[config.mk]
export PLATFORM = sky130hd
export DESIGN_NAME = dmem_host_port_flat
export DESIGN_NICKNAME = d
export VERILOG_FILES = /design/src/rtl/legv8_host_pkg.sv /design/src/rtl/dmem_host_port_if.sv /design/src/rtl/dmem_rd_buf.sv /design/src/rtl/dmem_host_port.sv /design/src/flat_wrapper.sv
export SDC_FILE = /design/constraint.sdc
export NUM_CORES = 1
export LEC_CHECK = 0
export BUFFER_PORTS_ARGS = -buffer_cell sky130_fd_sc_hd__buf_2
export CAP_MARGIN = 20
export CORE_AREA = 2 2 190 192
export CTS_BUF_LIST = sky130_fd_sc_hd__clkbuf_4 sky130_fd_sc_hd__clkbuf_8
export CTS_CLUSTER_DIAMETER = 50
export DETAILED_ROUTE_END_ITERATION = 10
export DIE_AREA = 0 0 192 194
export PLACE_DENSITY = 0.82
export RECOVER_POWER = 100
export SLEW_MARGIN = 5
export SYNTH_ARGS = -nofsm -noshare
export SYNTH_HDL_FRONTEND = slang
export SYNTH_HIERARCHICAL = 1
export SYNTH_SLANG_ARGS = --single-unit
[constraint.sdc]
create_clock -name clk -period 6.56 [get_ports clk]
set_clock_uncertainty 0.2 [all_clocks]
set_input_delay 0 -clock clk [delete_from_list [all_inputs] [get_ports clk]]
set_output_delay 0 -clock clk [all_outputs]
set_load 0.01 [all_outputs]
[src/rtl/legv8_host_pkg.sv]
`default_nettype none
// ============================================================================
//  Module      : legv8_host_pkg
//  Description : Shared types and constants for the LEGv8 host data-memory
//                port: session state encoding, halt instruction, word size
//                and the word-index to byte-address helper.
//  Revision    : 1.0 - initial release
// ============================================================================
package legv8_host_pkg;

  // Encoding of B #0, the instruction that marks the end of a program run
  localparam logic [31:0] HALT_INST_B0 = 32'h1400_0000;

  // Data-memory word size in bytes and the matching index shift
  localparam int unsigned WORD_BYTES = 8;
  localparam int unsigned WORD_SHIFT = $clog2(WORD_BYTES);

  // Session state
  typedef enum logic [2:0] {
    ST_IDLE      = 3'd0,
    ST_LOAD      = 3'd1,
    ST_RUN       = 3'd2,
    ST_HALT_WAIT = 3'd3,
    ST_DUMP      = 3'd4,
    ST_DONE      = 3'd5
  } host_state_e;

  // Byte address of word idx; the add wraps modulo 2^64 by construction
  function automatic logic [63:0] word_addr(input logic [63:0] base,
                                            input logic [31:0] idx);
    return base + ({32'd0, idx} << WORD_SHIFT);
  endfunction

endpackage
`default_nettype wire

[src/rtl/dmem_host_port_if.sv]
`default_nettype none
// ============================================================================
//  Module      : dmem_host_port_if
//  Description : Load stream, dump stream and data-memory port bundle of
//                the host data-memory port. The slave modport is the port
//                block itself; the master modport is the host/memory side.
//  Revision    : 1.0 - initial release
// ============================================================================
interface dmem_host_port_if;

  // Load stream (host -> port)
  logic        s_valid;
  logic        s_ready;
  logic [63:0] s_data;

  // Dump stream (port -> host)
  logic        m_valid;
  logic        m_ready;
  logic [63:0] m_data;
  logic        m_last;

  // Data-memory port
  logic        mem_sel;
  logic        mem_we;
  logic        mem_re;
  logic [63:0] mem_addr;
  logic [63:0] mem_wdata;
  logic [63:0] mem_rdata;

  modport slave (
    input  s_valid, s_data, m_ready, mem_rdata,
    output s_ready, m_valid, m_data, m_last,
           mem_sel, mem_we, mem_re, mem_addr, mem_wdata
  );

  modport master (
    output s_valid, s_data, m_ready, mem_rdata,
    input  s_ready, m_valid, m_data, m_last,
           mem_sel, mem_we, mem_re, mem_addr, mem_wdata
  );

endinterface
`default_nettype wire

[src/rtl/dmem_rd_buf.sv]
`default_nettype none
// ============================================================================
//  Module      : dmem_rd_buf
//  Description : Single-entry read capture/hold for the dump stream. The
//                word is presented in the cycle the memory returns it and is
//                held in a register until the consumer accepts it.
//  Revision    : 1.0 - initial release
// ============================================================================
module dmem_rd_buf (
  input  logic        clk,
  input  logic        rst,
  input  logic        rd_issue,   // memory read strobe this cycle
  input  logic        rd_last,    // the word being read is the final one
  input  logic [63:0] rd_data,    // memory read data, valid one cycle after rd_issue
  input  logic        m_ready,
  output logic        m_valid,
  output logic [63:0] m_data,
  output logic        m_last
);

  logic        pend_q, pend_d;   // read data arrives this cycle
  logic        held_q, held_d;   // word parked in data_q awaiting accept
  logic [63:0] data_q, data_d;
  logic        last_q, last_d;

  assign m_valid = pend_q | held_q;
  assign m_data  = held_q ? data_q : (pend_q ? rd_data : 64'd0);
  assign m_last  = last_q;

  // Park an unaccepted word, release on accept, track last flag per word
  always_comb begin
    pend_d = rd_issue;
    held_d = held_q;
    data_d = data_q;
    last_d = last_q;
    if (pend_q && !m_ready) begin
      held_d = 1'b1;
      data_d = rd_data;
    end
    if (held_q && m_ready) begin
      held_d = 1'b0;
    end
    if (m_valid && m_ready) begin
      last_d = 1'b0;
    end
    if (rd_issue) begin
      last_d = rd_last;
    end
  end

  // Buffer registers
  always_ff @(posedge clk) begin
    if (rst) begin
      pend_q <= 1'b0;
      held_q <= 1'b0;
      data_q <= 64'd0;
      last_q <= 1'b0;
    end else begin
      pend_q <= pend_d;
      held_q <= held_d;
      data_q <= data_d;
      last_q <= last_d;
    end
  end

endmodule
`default_nettype wire

[src/rtl/dmem_host_port.sv]
`default_nettype none
// ============================================================================
//  Module      : dmem_host_port
//  Description : Host-side data-memory port for the LEGv8 pipeline. Holds
//                the CPU in reset while the host preloads data memory,
//                releases it, watches WB for the halt instruction, then
//                re-freezes the CPU and streams a memory region back out.
//                Optional RUN watchdog: DMEM_HOST_PORT_WDOG_EN.
//  Revision    : 1.0 - initial release
// ============================================================================
module dmem_host_port
  import legv8_host_pkg::*;
#(
  parameter logic [31:0] HALT_INST      = HALT_INST_B0,
  parameter logic [31:0] TIMEOUT_CYCLES = 32'd10_000_000
) (
  input  logic            clk,
  input  logic            rst,
  input  logic            start,
  input  logic [63:0]     base_addr,
  input  logic [31:0]     load_cnt,
  input  logic [31:0]     dump_cnt,
  dmem_host_port_if.slave bus,
  output logic            cpu_rst,
  input  logic [31:0]     wb_inst,
  output logic            busy,
  output logic            done,
  output logic            timeout
);

  host_state_e state_q, state_d;
  logic [63:0] base_q, base_d;
  logic [31:0] load_cnt_q, load_cnt_d;
  logic [31:0] dump_cnt_q, dump_cnt_d;
  logic [31:0] idx_q, idx_d;
  logic        cpu_rst_q, cpu_rst_d;
  logic        mem_sel_q, mem_sel_d;
  logic        mem_we_q, mem_we_d;
  logic        mem_re_q, mem_re_d;
  logic [63:0] mem_addr_q, mem_addr_d;
  logic [63:0] mem_wdata_q, mem_wdata_d;

  logic        load_open;
  logic        load_hs;
  logic        dump_hs;
  logic        rd_last;
  logic        rd_valid;
  logic [63:0] rd_data;
  logic        rd_last_o;

`ifdef DMEM_HOST_PORT_WDOG_EN
  logic [31:0] wdog_q, wdog_d;
  logic        timeout_q, timeout_d;
`endif

  // LOAD accepts words only until the count is reached; the final write
  // cycle is then spent in LOAD with s_ready low before the CPU is released
  assign load_open = (state_q == ST_LOAD) && (idx_q != load_cnt_q);
  assign load_hs   = load_open && bus.s_valid;
  assign dump_hs   = (state_q == ST_DUMP) && rd_valid && bus.m_ready;
  assign rd_last   = (idx_q == dump_cnt_q - 32'd1);

  // Next-state, counter and memory-strobe computation
  always_comb begin
    state_d     = state_q;
    base_d      = base_q;
    load_cnt_d  = load_cnt_q;
    dump_cnt_d  = dump_cnt_q;
    idx_d       = idx_q;
    cpu_rst_d   = cpu_rst_q;
    mem_sel_d   = mem_sel_q;
    mem_we_d    = 1'b0;
    mem_re_d    = 1'b0;
    mem_addr_d  = mem_addr_q;
    mem_wdata_d = mem_wdata_q;
`ifdef DMEM_HOST_PORT_WDOG_EN
    wdog_d      = wdog_q;
    timeout_d   = timeout_q;
`endif
    case (state_q)
      ST_IDLE, ST_DONE: begin
        cpu_rst_d = 1'b1;
        mem_sel_d = 1'b1;
        if (start) begin
          base_d     = base_addr;
          load_cnt_d = load_cnt;
          dump_cnt_d = dump_cnt;
          idx_d      = 32'd0;
`ifdef DMEM_HOST_PORT_WDOG_EN
          wdog_d     = 32'd0;
          timeout_d  = 1'b0;
`endif
          if (load_cnt == 32'd0) begin
            state_d   = ST_RUN;
            cpu_rst_d = 1'b0;
            mem_sel_d = 1'b0;
          end else begin
            state_d = ST_LOAD;
          end
        end
      end
      ST_LOAD: begin
        if (load_hs) begin
          mem_we_d    = 1'b1;
          mem_addr_d  = word_addr(base_q, idx_q);
          mem_wdata_d = bus.s_data;
          idx_d       = idx_q + 32'd1;
        end else if (idx_q == load_cnt_q) begin
          state_d   = ST_RUN;
          cpu_rst_d = 1'b0;
          mem_sel_d = 1'b0;
        end
      end
      ST_RUN: begin
        if (wb_inst == HALT_INST) begin
          state_d = ST_HALT_WAIT;
        end
`ifdef DMEM_HOST_PORT_WDOG_EN
        else if (wdog_q == TIMEOUT_CYCLES - 32'd1) begin
          state_d   = ST_HALT_WAIT;
          timeout_d = 1'b1;
        end else begin
          wdog_d = wdog_q + 32'd1;
        end
`endif
      end
      ST_HALT_WAIT: begin
        cpu_rst_d = 1'b1;
        mem_sel_d = 1'b1;
        idx_d     = 32'd0;
        if (dump_cnt_q == 32'd0) begin
          state_d = ST_DONE;
        end else begin
          state_d    = ST_DUMP;
          mem_re_d   = 1'b1;
          mem_addr_d = word_addr(base_q, 32'd0);
        end
      end
      ST_DUMP: begin
        if (dump_hs) begin
          if (rd_last) begin
            state_d = ST_DONE;
          end else begin
            idx_d      = idx_q + 32'd1;
            mem_re_d   = 1'b1;
            mem_addr_d = word_addr(base_q, idx_q + 32'd1);
          end
        end
      end
      default: begin
        state_d   = ST_IDLE;
        cpu_rst_d = 1'b1;
        mem_sel_d = 1'b1;
      end
    endcase
  end

  // Session state and registered outputs
  always_ff @(posedge clk) begin
    if (rst) begin
      state_q     <= ST_IDLE;
      base_q      <= 64'd0;
      load_cnt_q  <= 32'd0;
      dump_cnt_q  <= 32'd0;
      idx_q       <= 32'd0;
      cpu_rst_q   <= 1'b1;
      mem_sel_q   <= 1'b1;
      mem_we_q    <= 1'b0;
      mem_re_q    <= 1'b0;
      mem_addr_q  <= 64'd0;
      mem_wdata_q <= 64'd0;
    end else begin
      state_q     <= state_d;
      base_q      <= base_d;
      load_cnt_q  <= load_cnt_d;
      dump_cnt_q  <= dump_cnt_d;
      idx_q       <= idx_d;
      cpu_rst_q   <= cpu_rst_d;
      mem_sel_q   <= mem_sel_d;
      mem_we_q    <= mem_we_d;
      mem_re_q    <= mem_re_d;
      mem_addr_q  <= mem_addr_d;
      mem_wdata_q <= mem_wdata_d;
    end
  end

`ifdef DMEM_HOST_PORT_WDOG_EN
  // RUN watchdog counter and sticky timeout flag
  always_ff @(posedge clk) begin
    if (rst) begin
      wdog_q    <= 32'd0;
      timeout_q <= 1'b0;
    end else begin
      wdog_q    <= wdog_d;
      timeout_q <= timeout_d;
    end
  end

  assign timeout = timeout_q;
`else
  logic unused_timeout_cfg;
  assign unused_timeout_cfg = ^TIMEOUT_CYCLES;
  assign timeout = 1'b0;
`endif

  dmem_rd_buf u_rd_buf (
    .clk      (clk),
    .rst      (rst),
    .rd_issue (mem_re_q),
    .rd_last  (rd_last),
    .rd_data  (bus.mem_rdata),
    .m_ready  (bus.m_ready),
    .m_valid  (rd_valid),
    .m_data   (rd_data),
    .m_last   (rd_last_o)
  );

  assign bus.s_ready   = load_open;
  assign bus.m_valid   = rd_valid;
  assign bus.m_data    = rd_data;
  assign bus.m_last    = rd_last_o;
  assign bus.mem_sel   = mem_sel_q;
  assign bus.mem_we    = mem_we_q;
  assign bus.mem_re    = mem_re_q;
  assign bus.mem_addr  = mem_addr_q;
  assign bus.mem_wdata = mem_wdata_q;
  assign cpu_rst       = cpu_rst_q;
  assign busy          = (state_q != ST_IDLE) && (state_q != ST_DONE);
  assign done          = (state_q == ST_DONE);

endmodule
`default_nettype wire

[src/flat_wrapper.sv]
// flat-port wrapper written by rule: the top's interface ports become plain ports
module dmem_host_port_flat import legv8_host_pkg::*;
#(
  parameter logic [31:0] HALT_INST      = HALT_INST_B0,
  parameter logic [31:0] TIMEOUT_CYCLES = 32'd10_000_000
)
  (clk, rst, start, base_addr, load_cnt, dump_cnt, cpu_rst, wb_inst, busy, done, timeout, bus_s_valid, bus_s_data, bus_m_ready, bus_mem_rdata, bus_s_ready, bus_m_valid, bus_m_data, bus_m_last, bus_mem_sel, bus_mem_we, bus_mem_re, bus_mem_addr, bus_mem_wdata);
  dmem_host_port_if bus_i ();
  input  logic clk;
  input  logic rst;
  input  logic start;
  input  logic [63:0] base_addr;
  input  logic [31:0] load_cnt;
  input  logic [31:0] dump_cnt;
  output logic cpu_rst;
  input  logic [31:0] wb_inst;
  output logic busy;
  output logic done;
  output logic timeout;
  input wire logic [$bits(bus_i.s_valid)-1:0] bus_s_valid;
  input wire logic [$bits(bus_i.s_data)-1:0] bus_s_data;
  input wire logic [$bits(bus_i.m_ready)-1:0] bus_m_ready;
  input wire logic [$bits(bus_i.mem_rdata)-1:0] bus_mem_rdata;
  output wire logic [$bits(bus_i.s_ready)-1:0] bus_s_ready;
  output wire logic [$bits(bus_i.m_valid)-1:0] bus_m_valid;
  output wire logic [$bits(bus_i.m_data)-1:0] bus_m_data;
  output wire logic [$bits(bus_i.m_last)-1:0] bus_m_last;
  output wire logic [$bits(bus_i.mem_sel)-1:0] bus_mem_sel;
  output wire logic [$bits(bus_i.mem_we)-1:0] bus_mem_we;
  output wire logic [$bits(bus_i.mem_re)-1:0] bus_mem_re;
  output wire logic [$bits(bus_i.mem_addr)-1:0] bus_mem_addr;
  output wire logic [$bits(bus_i.mem_wdata)-1:0] bus_mem_wdata;
  assign bus_i.s_valid = bus_s_valid;
  assign bus_i.s_data = bus_s_data;
  assign bus_i.m_ready = bus_m_ready;
  assign bus_i.mem_rdata = bus_mem_rdata;
  assign bus_s_ready = bus_i.s_ready;
  assign bus_m_valid = bus_i.m_valid;
  assign bus_m_data = bus_i.m_data;
  assign bus_m_last = bus_i.m_last;
  assign bus_mem_sel = bus_i.mem_sel;
  assign bus_mem_we = bus_i.mem_we;
  assign bus_mem_re = bus_i.mem_re;
  assign bus_mem_addr = bus_i.mem_addr;
  assign bus_mem_wdata = bus_i.mem_wdata;
  dmem_host_port #(.HALT_INST(HALT_INST), .TIMEOUT_CYCLES(TIMEOUT_CYCLES)) u_core (.clk(clk), .rst(rst), .start(start), .base_addr(base_addr), .load_cnt(load_cnt), .dump_cnt(dump_cnt), .bus(bus_i), .cpu_rst(cpu_rst), .wb_inst(wb_inst), .busy(busy), .done(done), .timeout(timeout));
endmodule
==> results of run 1 <==
-- per-stage QoR --
step | hold WS, ns | setup slack [ns] | cell area (µm²)
detailed placement | 0.0379 | 0.787 | 21700
global placement | 0.0291 | 0.989 | 21700
floorplan | -0.124 | 1.56 | 19200
-- cells by family after synthesis --
logic type | synth area share
muxes | 0.0382
other | 0.000195
xor gates and xnor gates | 0.0698
adders and majority gates | 0.0265
AOI/OAI and AO/OA | 0.185
buffers and inverters | 0.0510
DFF | 0.376
and+or+nand+nor | 0.253
-- Yosys cell counts (25+ instances only) --
cell / instances / area (µm²)
a211oi_2: 33 / 413
a21oi_1: 254 / 1270
a31oi_1: 25 / 156
buf_2: 27 / 135
clkbuf_1: 144 / 541
dfxtp_1: 361 / 7230
ha_1: 39 / 488
inv_1: 26 / 97.6
mux2i_1: 71 / 711
nand2_1: 617 / 2320
nand3_1: 44 / 220
nand4_1: 32 / 200
nor2_1: 225 / 845
nor3_1: 52 / 260
nor4_1: 28 / 175
o21ai_0: 128 / 641
o31ai_1: 27 / 203
xnor2_1: 102 / 893
xor2_1: 51 / 447
==> reports/results.tsv, run 1 <==
stage	metric	value	unit
clocking	Clock Path Buffers	3	
placement	port bufs	493	
floorplanning	row cnt	69	
synth	gate count of the mapped netlist	2539	
synth	Synth Area per Inst	7.56	µm²
floorplanning	DIE HEIGHT	194	µm
clocking	Resized Gates After CTS	0	
clocking	TritonCTS Buffers	61	
synth	Async SR Flop Fraction	0	
floorplanning	Initial Util	0.545	
run_status	last stage reached	4_1_cts	
synth	synthesized net count	2872	
placement	GPL Wtd Cong	1.02	
clocking	CTS root buf	clkbuf_8	
placement	DP Wirelength	47200	µm
run_status	Log Error	[ERROR RSZ-0060] Max buffer count reached.	
placement	Placed Instances	3320	
synth	sequential-to-total area share from yosys stat	0.376	
clocking	htree depth	2	
synth	Post-Syn Area	19200	µm²
synth	Primary FF master, synth	dfxtp_1	
synth	FF+latch count, synth	361	
floorplanning	Die Width	192	µm
run_status	outcome	did not finish	
clocking	post-CTS setup buffer count	0	
synth	Syn. warnings	6	
synth	Post-synth EDFFs	0	
floorplanning	I/O pins	495	
clocking	CTS Hold Bufs	688	
clocking	CTS sink cnt	361	
synth	Distinct cells, synth	77	
==> inputs of run 2 (changes only) <==
--- a/config.mk
+++ b/config.mk
@@ -7,12 +7,10 @@
 export LEC_CHECK = 0
 export BUFFER_PORTS_ARGS = -buffer_cell sky130_fd_sc_hd__buf_2
 export CAP_MARGIN = 20
-export CORE_AREA = 2 2 190 192
-export CTS_BUF_LIST = sky130_fd_sc_hd__clkbuf_4 sky130_fd_sc_hd__clkbuf_8
-export CTS_CLUSTER_DIAMETER = 50
+export CORE_MARGIN = 1
+export CORE_UTILIZATION = 40
 export DETAILED_ROUTE_END_ITERATION = 10
-export DIE_AREA = 0 0 192 194
-export PLACE_DENSITY = 0.82
+export PLACE_DENSITY_LB_ADDON = 0.15
 export RECOVER_POWER = 100
 export SLEW_MARGIN = 5
 export SYNTH_ARGS = -nofsm -noshare
==> reports/results.tsv, run 2 <==
stage	metric	value	unit	change
min_path	hold wc startpoint	wb_inst[1]		
timing	RSZ-0062 raised after global routing	no		
layout	nets@finish	3651		
placement	GPL Wtd Cong	0.918		-9.7%
placement	port bufs	493		unchanged
synth	post-synthesis adder-cell area fraction	0.0265		unchanged
timing	final cycle utilization of the critical path	0.912		
timing	Fin Setup TNS	0	ns	
synth	Syn. warnings	6		unchanged
setup_path	Worst path most repeated cell	buf_4		
power	Combinational Power Share	0.327		
routing	vias per cell	5.30		
floorplanning	row cnt	79		+14%
setup_path	CP Data Required Time	6.76	ns	
routing	via count	20963		
layout	share of layout cells above drive strength 1	0.136		
synth	gate count of the mapped netlist	2539		unchanged
floorplanning	die area	48900	µm²	
timing	final hold violation count	0		
floorplanning	Die Width	221	µm	+15%
synth	Post-Syn Area	19200	µm²	unchanged
synth	largest cells by area after synthesis	dfxtp_1 38%, nand2_1 12%, a21oi_1 6.6%		
setup_path	Crit Path Class	in -> reg		
run_status	failing checks	capacitance limit, slew limit		
synth	sequential-to-total area share from yosys stat	0.376		unchanged
synth	largest family of logic cells by synthesized area	simple AND/OR/NAND/NOR gates		
placement	Placed Instances	3478		+4.8%
timing	Peak Freq	0.167	GHz	
clocking	Clock transition at path regs	0.06	ns	
layout	P&R area growth vs syn	41.0	%	
timing	Final min period	5.99	ns	
global_route	largest net degree at the start of global routing	130		
synth	mux share of post-synthesis cell area	0.0382		unchanged
run_status	outcome	finished with violations		
synth	count leader, synth	nand2_1		
floorplanning	I/O pins	495		unchanged
min_path	Hold Crit Class	in -> reg		
power	Reg power frac	0.359		
synth	FF+latch count, synth	361		unchanged
synth	Post-synth EDFFs	0		unchanged
power	maximum vdd drop	281	µV	
floorplanning	core box area	47000	µm²	
timing	Slew HR	-2.29		
timing	Max Transition Viols Final	319		
global_route	grt total ovfl	0		
synth	Compound-Gate Fraction of Synth Area	0.185		unchanged
global_route	initial antenna violation count	4		
synth	Distinct cells, synth	77		unchanged
layout	fin cells	3958		
power	overall power	7.99	mW	
routing	WL final	72800	µm	
clocking	worst-skew pair later-pin latency	0.58	ns	
setup_path	Setup crit end kind	register		
setup_path	Critical Path Source	rst		
floorplanning	Initial Util	0.409		-0.136
setup_path	Worst Setup Start Kind	primary input		
layout	most frequent cells in the layout	616 x nand2_1, 400 x dlygate4sd3_1, 359 x dfxtp_1		
power	power per cell area	295	nW/µm²	
setup_path	WP data arrival	6.18	ns	
setup_path	worst-path cell chain	dlygate4sd3_1 -> clkbuf_1 -> buf_4 -> buf_4 -> nor2_1		
synth	Async SR Flop Fraction	0		unchanged
routing	antenna violation net count after detailed routing	0		
setup_path	r2r startpoint	u_core/dump_cnt_q[0]		
synth	XOR/XNOR share of the synthesized area	0.0698		unchanged
synth	Primary FF master, synth	dfxtp_1		
routing	drc violations	0		
timing	worst slew pin tran	4.93	ns	
clocking	TritonCTS clock tree	done		
synth	list of most frequent post-synthesis cells	617 x nand2_1, 361 x dfxtp_1, 254 x a21oi_1		
power	Switching Share	0.365		
power	leakage power	11.0	nW	
global_route	GRT Total Usage	0.287		
global_route	global-route wire length before repair	113000	µm	
placement	post-place instance area	21900	µm²	+1.2%
floorplanning	DIE HEIGHT	221	µm	+14%
clocking	CTS sink cnt	361		unchanged
timing	final setup violating endpoints	0		
layout	post-route cell area	27100	µm²	
clocking	TritonCTS Buffers	44		-28%
clocking	htree depth	2		unchanged
clocking	post-CTS setup buffer count	0		unchanged
setup_path	worst-path maximum fanout	101		
synth	cell taking the most area after synthesis	dfxtp_1		
setup_path	slowest CP cell	clkbuf_1		
routing	Detailed Routing Iterations Pass 1	8		
synth	Synth Area per Inst	7.56	µm²	unchanged
layout	commonest non-fill, non-tap cell in the layout	nand2_1		
power	Clock power frac	0.314		
global_route	vias in the first global route	20430		
routing	Starting DRT DRC Count	1386		
timing	setup ws final	0.574	ns	
synth	synthesized net count	2872		unchanged
routing	WL per Instance	18.4	µm	
placement	DP Wirelength	49300	µm	+4.6%
setup_path	max incr delay on CP	3.43	ns	
power	P_int	5.07	mW	
power	Psw	2.92	mW	
clocking	Clock Path Buffers	3		unchanged
synth	post-synth top area share	0.376		unchanged
placement	Place WS	0.798	ns	+0.0110 ns
clocking	CTS root buf	clkbuf_16		
job	max cap viols	3		
synth	Synth Area in Simple Gates	0.253		unchanged
==> run 2: cell counts after synthesis <==
No cell type changed its count.
==> run 2: cells by family (layout without fill, tap and decap cells) <==
group / count (synthesis) / count (layout)
AND/OR/NAND/NOR: 1110 / 1110
AO/OA/AOI/OAI: 573 / 573
flip-flops: 361 / 361
buffers and inverters: 228 / 1037
XOR/XNOR: 153 / 153
multiplexers: 73 / 73
adder cells (fa/ha/maj): 40 / 40
other: 1 / 4
==> run 2: critical path: cells and delay by family <==
| kind | cells | cell delay (ns) |
|---|---|---|
| buf+inv | 4 | 5.86 |
| simple gates | 1 | 0.17 |
==> run 2: metal layers <==
layer	up-vias	share of wire	track usage
met5	-	0	0
met4	0	0.047	0.135
met3	184	0.049	0.0365
met2	763	0.48	0.493
met1	9760	0.43	0.356
li1	10256	-	-
==> run 2: through the flow <==
stage,hold slack (ns),utilization
floorplan,-0.124,-
global placement,0.0313,0.467
detailed placement,0.0378,0.467
CTS,0.000173,0.584
global route,0.0223,0.577
finish,0.000857,0.577
==> run 2: layout make-up <==
type | instances | area, µm²
Sequential cell | 361 | 7230
Fill cell | 4361 | 19900
Inverter | 26 | 97.6
Clock inverter | 24 | 308
Multi-Input combinational cell | 1950 | 11000
Clock buffer | 52 | 1160
Tap cell | 607 | 759
Timing Repair Buffer | 935 | 6520
Antenna cell | 3 | 7.51
==> run 2: path summary, 6_finish.rpt <==
| kind | endpoint | slack, ns | cells after the start |
|---|---|---|---|
| hold reg to reg | u_core/bus.mem_addr[20] | 0.25 | 2 |
| setup / recovery | u_core/bus.mem_wdata[41] | 0.57 | 5 |
| setup reg to reg | u_core/bus.mem_addr[21] | 0.64 | 15 |
| hold / removal | u_core/state_q[1] | 0.0009 | 6 |
==> run 2: timing repair <==
item	in CTS	in global routing
hold buffers	400	0
resized for setup	0	1
hold endpoints to repair	291	0
endpoints found under the setup margin	0	1
==> run 2: power by group through the flow <==
stage / Combinational, mW / Clock, mW / Sequential [mW]
floorplan: 1.65 / 0 / 2.85
global placement: 2.44 / 0 / 2.89
detailed placement: 2.46 / 0 / 2.90
CTS: 2.65 / 2.57 / 2.85
global route: 2.84 / 2.65 / 2.91
finish: 2.61 / 2.51 / 2.87
Note: power is estimated with default switching activity, not from simulation.
==> inputs of run 3 (changes only) <==
==> constraint.sdc (replaced) <==
create_clock -name clk -period 6.56 [get_ports clk]
set_clock_uncertainty 0.2 [all_clocks]
set_input_delay 1.312 -clock clk [delete_from_list [all_inputs] [get_ports clk]]
set_output_delay 1.312 -clock clk [all_outputs]
set_load 0.01 [all_outputs]
==> reports/results.tsv, run 3 (synthesized netlist as in run 2, its figures left out) <==
stage	metric	value	unit	change
run_status	outcome	finished with violations		
run_status	failing checks	capacitance limit, slew limit		
timing	final hold violation count	0		unchanged
setup_path	Crit Path Class	reg -> reg		
clocking	TritonCTS clock tree	done		
routing	via count	19058		-9.1%
setup_path	Buf/Inv on CP	1		-3
timing	Max Transition Viols Final	335		+5.0%
timing	final setup violating endpoints	0		unchanged
global_route	initial antenna violation count	3		-1
setup_path	CP Depth	11		+6
clocking	htree depth	2		unchanged
setup_path	Setup crit end kind	register		
setup_path	setup slack, reg-to-reg	0.46	ns	-0.18 ns
placement	DP Wirelength	49200	µm	-0.14%
layout	final core occ	0.490		-0.0868
setup_path	r2r startpoint	u_core/dump_cnt_q[8]		
timing	Final min period	6.10	ns	+0.115 ns
timing	final cycle utilization of the critical path	0.930		+0.0175
routing	antenna violation net count after detailed routing	0		unchanged
setup_path	Worst Setup Start Kind	register		
setup_path	CP delay by family, top	simple AND/OR/NAND/NOR gates		
setup_path	worst-path cell chain	nor4_1 -> nand3_1 -> or4b_2 -> xnor2_1 -> nor3b_1 -> nand4_1 -> or4_1 -> o21a_2 -> clkbuf_2 -> o211ai_1 -> a21oi_1		
timing	Hold WS	0.251	ns	+0.250 ns
power	overall power	7.66	mW	-4.1%
timing	worst slew pin tran	3.01	ns	-1.92 ns
layout	share of layout cells above drive strength 1	0.153		+0.0161
setup_path	worst setup path endpoint	u_core/bus.mem_addr[21]		
placement	GPL Wtd Cong	0.917		about the same
routing	Detailed Routing Iterations Pass 1	7		-1
power	maximum vdd drop	210	µV	-25%
timing	Fin Setup TNS	0	ns	unchanged
clocking	CTS Hold Bufs	0		-100%
clocking	TritonCTS Buffers	43		-2.3%
setup_path	worst-path maximum fanout	58		-43%
global_route	vias in the first global route	17799		-13%
layout	P&R area growth vs syn	19.8	%	
setup_path	max incr delay on CP	1.17	ns	-2.26 ns
global_route	largest net degree at the start of global routing	130		unchanged
routing	drc violations	0		unchanged
clocking	CTS sink cnt	361		unchanged
clocking	CTS root buf	clkbuf_16		
setup_path	CP Data Required Time	6.84	ns	+0.08 ns
setup_path	worst reg-to-reg path cell count	11		-4
floorplanning	core box area	47000	µm²	unchanged
timing	RSZ-0062 raised after global routing	no		
setup_path	Worst R2R End	u_core/bus.mem_addr[21]		
global_route	grt total ovfl	0		unchanged
routing	vias per cell	5.37		+1.4%
timing	Peak Freq	0.164	GHz	-1.9%
power	power per cell area	333	nW/µm²	+13%
setup_path	Critical Path Source	u_core/dump_cnt_q[8]		
clocking	post-CTS setup buffer count	0		unchanged
min_path	Hold Crit Class	reg -> reg		
clocking	worst-skew pair later-pin latency	0.57	ns	about the same
floorplanning	Initial Util	0.409		unchanged
placement	port bufs	493		unchanged
floorplanning	die area	48900	µm²	unchanged
setup_path	slowest CP cell	o21a_2		
floorplanning	I/O pins	495		unchanged
global_route	GRT Total Usage	0.261		-0.0260
clocking	Resized Gates After CTS	0		unchanged
layout	nets@finish	3250		-11%
floorplanning	DIE HEIGHT	221	µm	unchanged
layout	fin cells	3550		-10%
routing	WL final	66200	µm	-9.0%
layout	commonest non-fill, non-tap cell in the layout	nand2_1		
clocking	Clock Path Buffers	3		unchanged
layout	# diodes	0		-3
placement	Placed Instances	3478		unchanged
layout	most frequent cells in the layout	616 x nand2_1, 359 x dfxtp_1, 292 x buf_2		
floorplanning	Die Width	221	µm	unchanged
job	max cap viols	4		+1
setup_path	WP data arrival	6.38	ns	+0.20 ns
global_route	global-route wire length before repair	102000	µm	-9.6%
power	leakage power	9.08	nW	-17%
clocking	Clock transition at path regs	0.06	ns	about the same
floorplanning	row cnt	79		unchanged
timing	Slew HR	-1.01		+1.28
routing	WL per Instance	18.7	µm	+1.4%
routing	Starting DRT DRC Count	1528		+10%
## run 3: cell count changes in the layout (fill, tap and decap cells not counted), sizes merged
cell,delta
bufinv,-2
clkbuf,+11
clkinv,-10
clkinvlp,-2
diode,-3
dlygate4sd3,-400
inv,-2
## run 3: metrics by stage
stage               instance area, µm²  setup slack [ns]
floorplan                        19200              1.56
finish                           23000             0.459
global placement                 21900             0.927
global route                     23000             0.154
detailed placement               21900             0.771
CTS                              23300             0.763
## run 3: worst min path at each step
stage                               start                    endpoint  slack, ns  cells after the start
2_1_floorplan            u_core/base_q[0]      u_core/bus.mem_addr[0]       0.23                      2
6_report          u_core/bus.mem_addr[20]     u_core/bus.mem_addr[20]       0.25                      2
3_5_place_dp      u_core/bus.mem_addr[12]     u_core/bus.mem_addr[12]       0.24                      2
3_3_place_gp    u_core/u_rd_buf/data_q[8]   u_core/u_rd_buf/data_q[8]       0.24                      2
5_1_grt        u_core/u_rd_buf/data_q[29]  u_core/u_rd_buf/data_q[29]       0.27                      2
4_1_cts           u_core/bus.mem_addr[12]     u_core/bus.mem_addr[12]       0.25                      2
## run 3: tightest hold or removal path, cell delays in order, from the launching register on
cell and delay (ns):
dfxtp_1 0.31, nand2_1 0.05, a21oi_1 0.05
## run 3: cell type report
type                            count  area [µm²]
Fill cell                        4792       23900
Timing Repair Buffer              535        2530
Clock inverter                      8         155
Sequential cell                   361        7230
Multi-Input combinational cell   1950       11000
Inverter                           26        97.6
Clock buffer                       63        1230
Tap cell                          607         759
## run 3: layer usage
metal  vias to the layer above  part of all wire  routed length [µm]  track usage
li1                       9458                 -                   -            -
met1                      8879              0.44               29400        0.340
met2                       605              0.47               31000        0.436
met3                       112             0.058                3830       0.0424
met4                         4             0.031                2020       0.0902
met5                         -           0.00035                  23            0
## run 3: power breakdown
group          switching (mW)  total (mW)  leakage, nW  internal [mW]
Sequential              0.331        2.86         2.94           2.53
Combinational            1.52        2.41         5.46          0.894
Clock                   0.938        2.39        0.676           1.45
==> inputs of run 4 (changes only) <==
--- a/config.mk
+++ b/config.mk
@@ -5,9 +5,9 @@
 export SDC_FILE = /design/constraint.sdc
 export NUM_CORES = 1
 export LEC_CHECK = 0
+export ABC_CLOCK_PERIOD_IN_PS = 5400
 export BUFFER_PORTS_ARGS = -buffer_cell sky130_fd_sc_hd__buf_2
 export CAP_MARGIN = 20
-export CORE_MARGIN = 1
 export CORE_UTILIZATION = 40
 export DETAILED_ROUTE_END_ITERATION = 10
 export PLACE_DENSITY_LB_ADDON = 0.15
==> constraint.sdc (replaced) <==
create_clock -name clk -period 5.4 [get_ports clk]
set_clock_uncertainty 0.2 [all_clocks]
set_input_delay 1.08 -clock clk [delete_from_list [all_inputs] [get_ports clk]]
set_output_delay 1.08 -clock clk [all_outputs]
set_load 0.01 [all_outputs]
==> reports/results.tsv, run 4 (synthesized netlist as in run 2, its figures left out) <==
stage	metric	value	unit	change
timing	final hold violation count	0		unchanged
timing	Hold WS	0.252	ns	+0.00165 ns
power	Psw	3.40	mW	+22%
min_path	Worst Hold Depth	2		unchanged
setup_path	WP data arrival	5.41	ns	-0.97 ns
power	maximum vdd drop	322	µV	+54%
floorplanning	I/O pins	495		unchanged
setup_path	worst setup path endpoint	u_core/bus.mem_addr[46]		
run_status	failing checks	capacitance limit, slew limit		
setup_path	setup slack, reg-to-reg	0.28	ns	-0.18 ns
clocking	CTS root buf	clkbuf_16		
setup_path	worst-path maximum fanout	6		-90%
clocking	TritonCTS Buffers	43		unchanged
layout	area taken by multi-input logic gates	11000	µm²	+0.27%
layout	P&R area growth vs syn	21.7	%	
power	Switching Share	0.359		-0.00528
floorplanning	die area	48900	µm²	unchanged
clocking	CTS Hold Bufs	0		unchanged
routing	Detailed Routing Iterations Pass 1	5		-2
routing	WL per Instance	18.4	µm	-1.2%
timing	Final min period	5.12	ns	-0.977 ns
layout	# fillers	4832		+0.83%
clocking	Resized Gates After CTS	0		unchanged
timing	Max Transition Viols Final	333		-0.60%
clocking	TritonCTS clock tree	done		
power	P_int	6.08	mW	+25%
job	max cap viols	5		+1
setup_path	Worst Setup Start Kind	register		
floorplanning	Die Width	221	µm	unchanged
global_route	largest net degree at the start of global routing	167		+28%
setup_path	Setup crit end kind	register		
setup_path	CP Data Required Time	5.69	ns	-1.15 ns
clocking	htree depth	2		unchanged
power	leakage power	9.27	nW	+2.1%
placement	Place WS	0.0546	ns	-0.717 ns
routing	antenna violation net count after detailed routing	0		unchanged
setup_path	r2r startpoint	u_core/idx_q[3]		
placement	port bufs	493		unchanged
global_route	grt total ovfl	0		unchanged
global_route	initial antenna violation count	3		unchanged
global_route	GRT Total Usage	0.261		about the same
setup_path	worst reg-to-reg path cell count	18		+7
timing	Slew HR	-1.00		+0.00405
placement	GPL Wtd Cong	0.915		-0.23%
setup_path	Crit Path Class	reg -> reg		
floorplanning	DIE HEIGHT	221	µm	unchanged
routing	Starting DRT DRC Count	1495		-2.2%
floorplanning	core box area	47000	µm²	unchanged
routing	via count	19173		+0.60%
routing	drc violations	0		unchanged
setup_path	Worst R2R End	u_core/bus.mem_addr[46]		
power	Combinational Power Share	0.313		-0.002
min_path	Hold Crit Class	reg -> reg		
timing	worst slew pin tran	3.00	ns	-0.00606 ns
timing	Fin Setup TNS	0	ns	unchanged
clocking	worst-skew pair later-pin latency	0.58	ns	about the same
layout	share of layout cells above drive strength 1	0.164		+0.0114
power	Clock power frac	0.322		+0.010
floorplanning	row cnt	79		unchanged
global_route	global-route wire length before repair	102000	µm	about the same
timing	final setup violating endpoints	0		unchanged
run_status	outcome	finished with violations		
layout	most frequent cells in the layout	616 x nand2_1, 360 x dfxtp_1, 293 x buf_2		
power	power per cell area	406	nW/µm²	+22%
clocking	Clock transition at path regs	0.06	ns	about the same
setup_path	Critical Path Source	u_core/idx_q[3]		
timing	Peak Freq	0.195	GHz	+19%
routing	WL final	66100	µm	-0.21%
timing	final cycle utilization of the critical path	0.949		+0.0188
global_route	vias in the first global route	17933		+0.75%
power	Reg power frac	0.364		-0.009
timing	setup ws final	0.276	ns	-0.183 ns
layout	nets@finish	3276		+0.80%
floorplanning	Initial Util	0.409		unchanged
layout	Storage cell area	7230	µm²	about the same
layout	commonest non-fill, non-tap cell in the layout	nand2_1		
clocking	Clock Path Buffers	3		unchanged
clocking	post-CTS setup buffer count	0		unchanged
clocking	CTS sink cnt	361		unchanged
routing	vias per cell	5.35		-0.35%
placement	DP Wirelength	49600	µm	+0.77%
## run 4: changes by cell type in the layout (fill, tap and decap cells not counted), moves of 3 or more
cell	change
o21ai_1	+3
buf_12	+3
buf_4	+20
o21ai_0	-4
## run 4: critical path: stages (launching register included)
cell	delay (ns)
dfxtp_1	0.45
nand2_1	0.15
nor2_1	0.20
and3_1	0.30
and3_1	0.28
and3_1	0.26
nand3_1	0.12
nor2_1	0.14
xor2_1	0.11
ha_1	0.40
nand4_1	0.20
a2111oi_0	0.70
clkbuf_1	0.24
o21ai_0	0.14
a31oi_1	0.24
o21ai_0	0.17
or3_1	0.36
xor2_1	0.16
a211oi_2	0.20
## run 4: power groups by stage
stage / clock network (mW) / registers [mW] / logic, mW
4_1_cts: 3.13 / 3.45 / 3.05
2_1_floorplan: 0 / 3.46 / 2.01
5_1_grt: 3.24 / 3.51 / 3.27
3_5_place_dp: 0 / 3.51 / 3.04
3_3_place_gp: 0 / 3.49 / 3.01
6_report: 3.05 / 3.46 / 2.97
## run 4: worst min-delay path by stage
| stage | from | to | slack [ns] |
|---|---|---|---|
| floorplan | u_core/base_q[0] | u_core/bus.mem_addr[0] | 0.23 |
| global placement | u_core/u_rd_buf/data_q[2] | u_core/u_rd_buf/data_q[2] | 0.24 |
| detailed placement | u_core/u_rd_buf/data_q[30] | u_core/u_rd_buf/data_q[30] | 0.25 |
| CTS | u_core/bus.mem_addr[30] | u_core/bus.mem_addr[30] | 0.25 |
| global route | u_core/u_rd_buf/data_q[30] | u_core/u_rd_buf/data_q[30] | 0.27 |
| finish | u_core/u_rd_buf/data_q[25] | u_core/u_rd_buf/data_q[25] | 0.25 |
## run 4: metrics by stage
step                 util  power (mW)  area [µm²]  std cells
floorplan               -        5.47       19200       2539
global placement    0.472        6.50       22200       3504
detailed placement  0.472        6.55       22200       3504
CTS                 0.504        9.63       23700       3582
global route        0.498        10.0       23400       3584
finish              0.498        9.49       23400       3584
## run 4: final cells by class
cell class,instances,share of cell area
Tap cell,607,0.0325
Sequential cell,361,0.309
Clock inverter,14,0.0104
Timing Repair Buffer,561,0.118
Antenna cell,1,0.000107
Inverter,26,0.00418
Multi-Input combinational cell,1950,0.472
Clock buffer,64,0.0533
## run 4: layer usage
layer,track usage,wire length (µm),share of wire,vias up
met4,0.106,2640,0.040,4
met3,0.0518,3890,0.059,108
met1,0.339,29000,0.44,8937
li1,-,-,-,9525
met2,0.423,30500,0.46,599
met5,0,23,0.00035,-
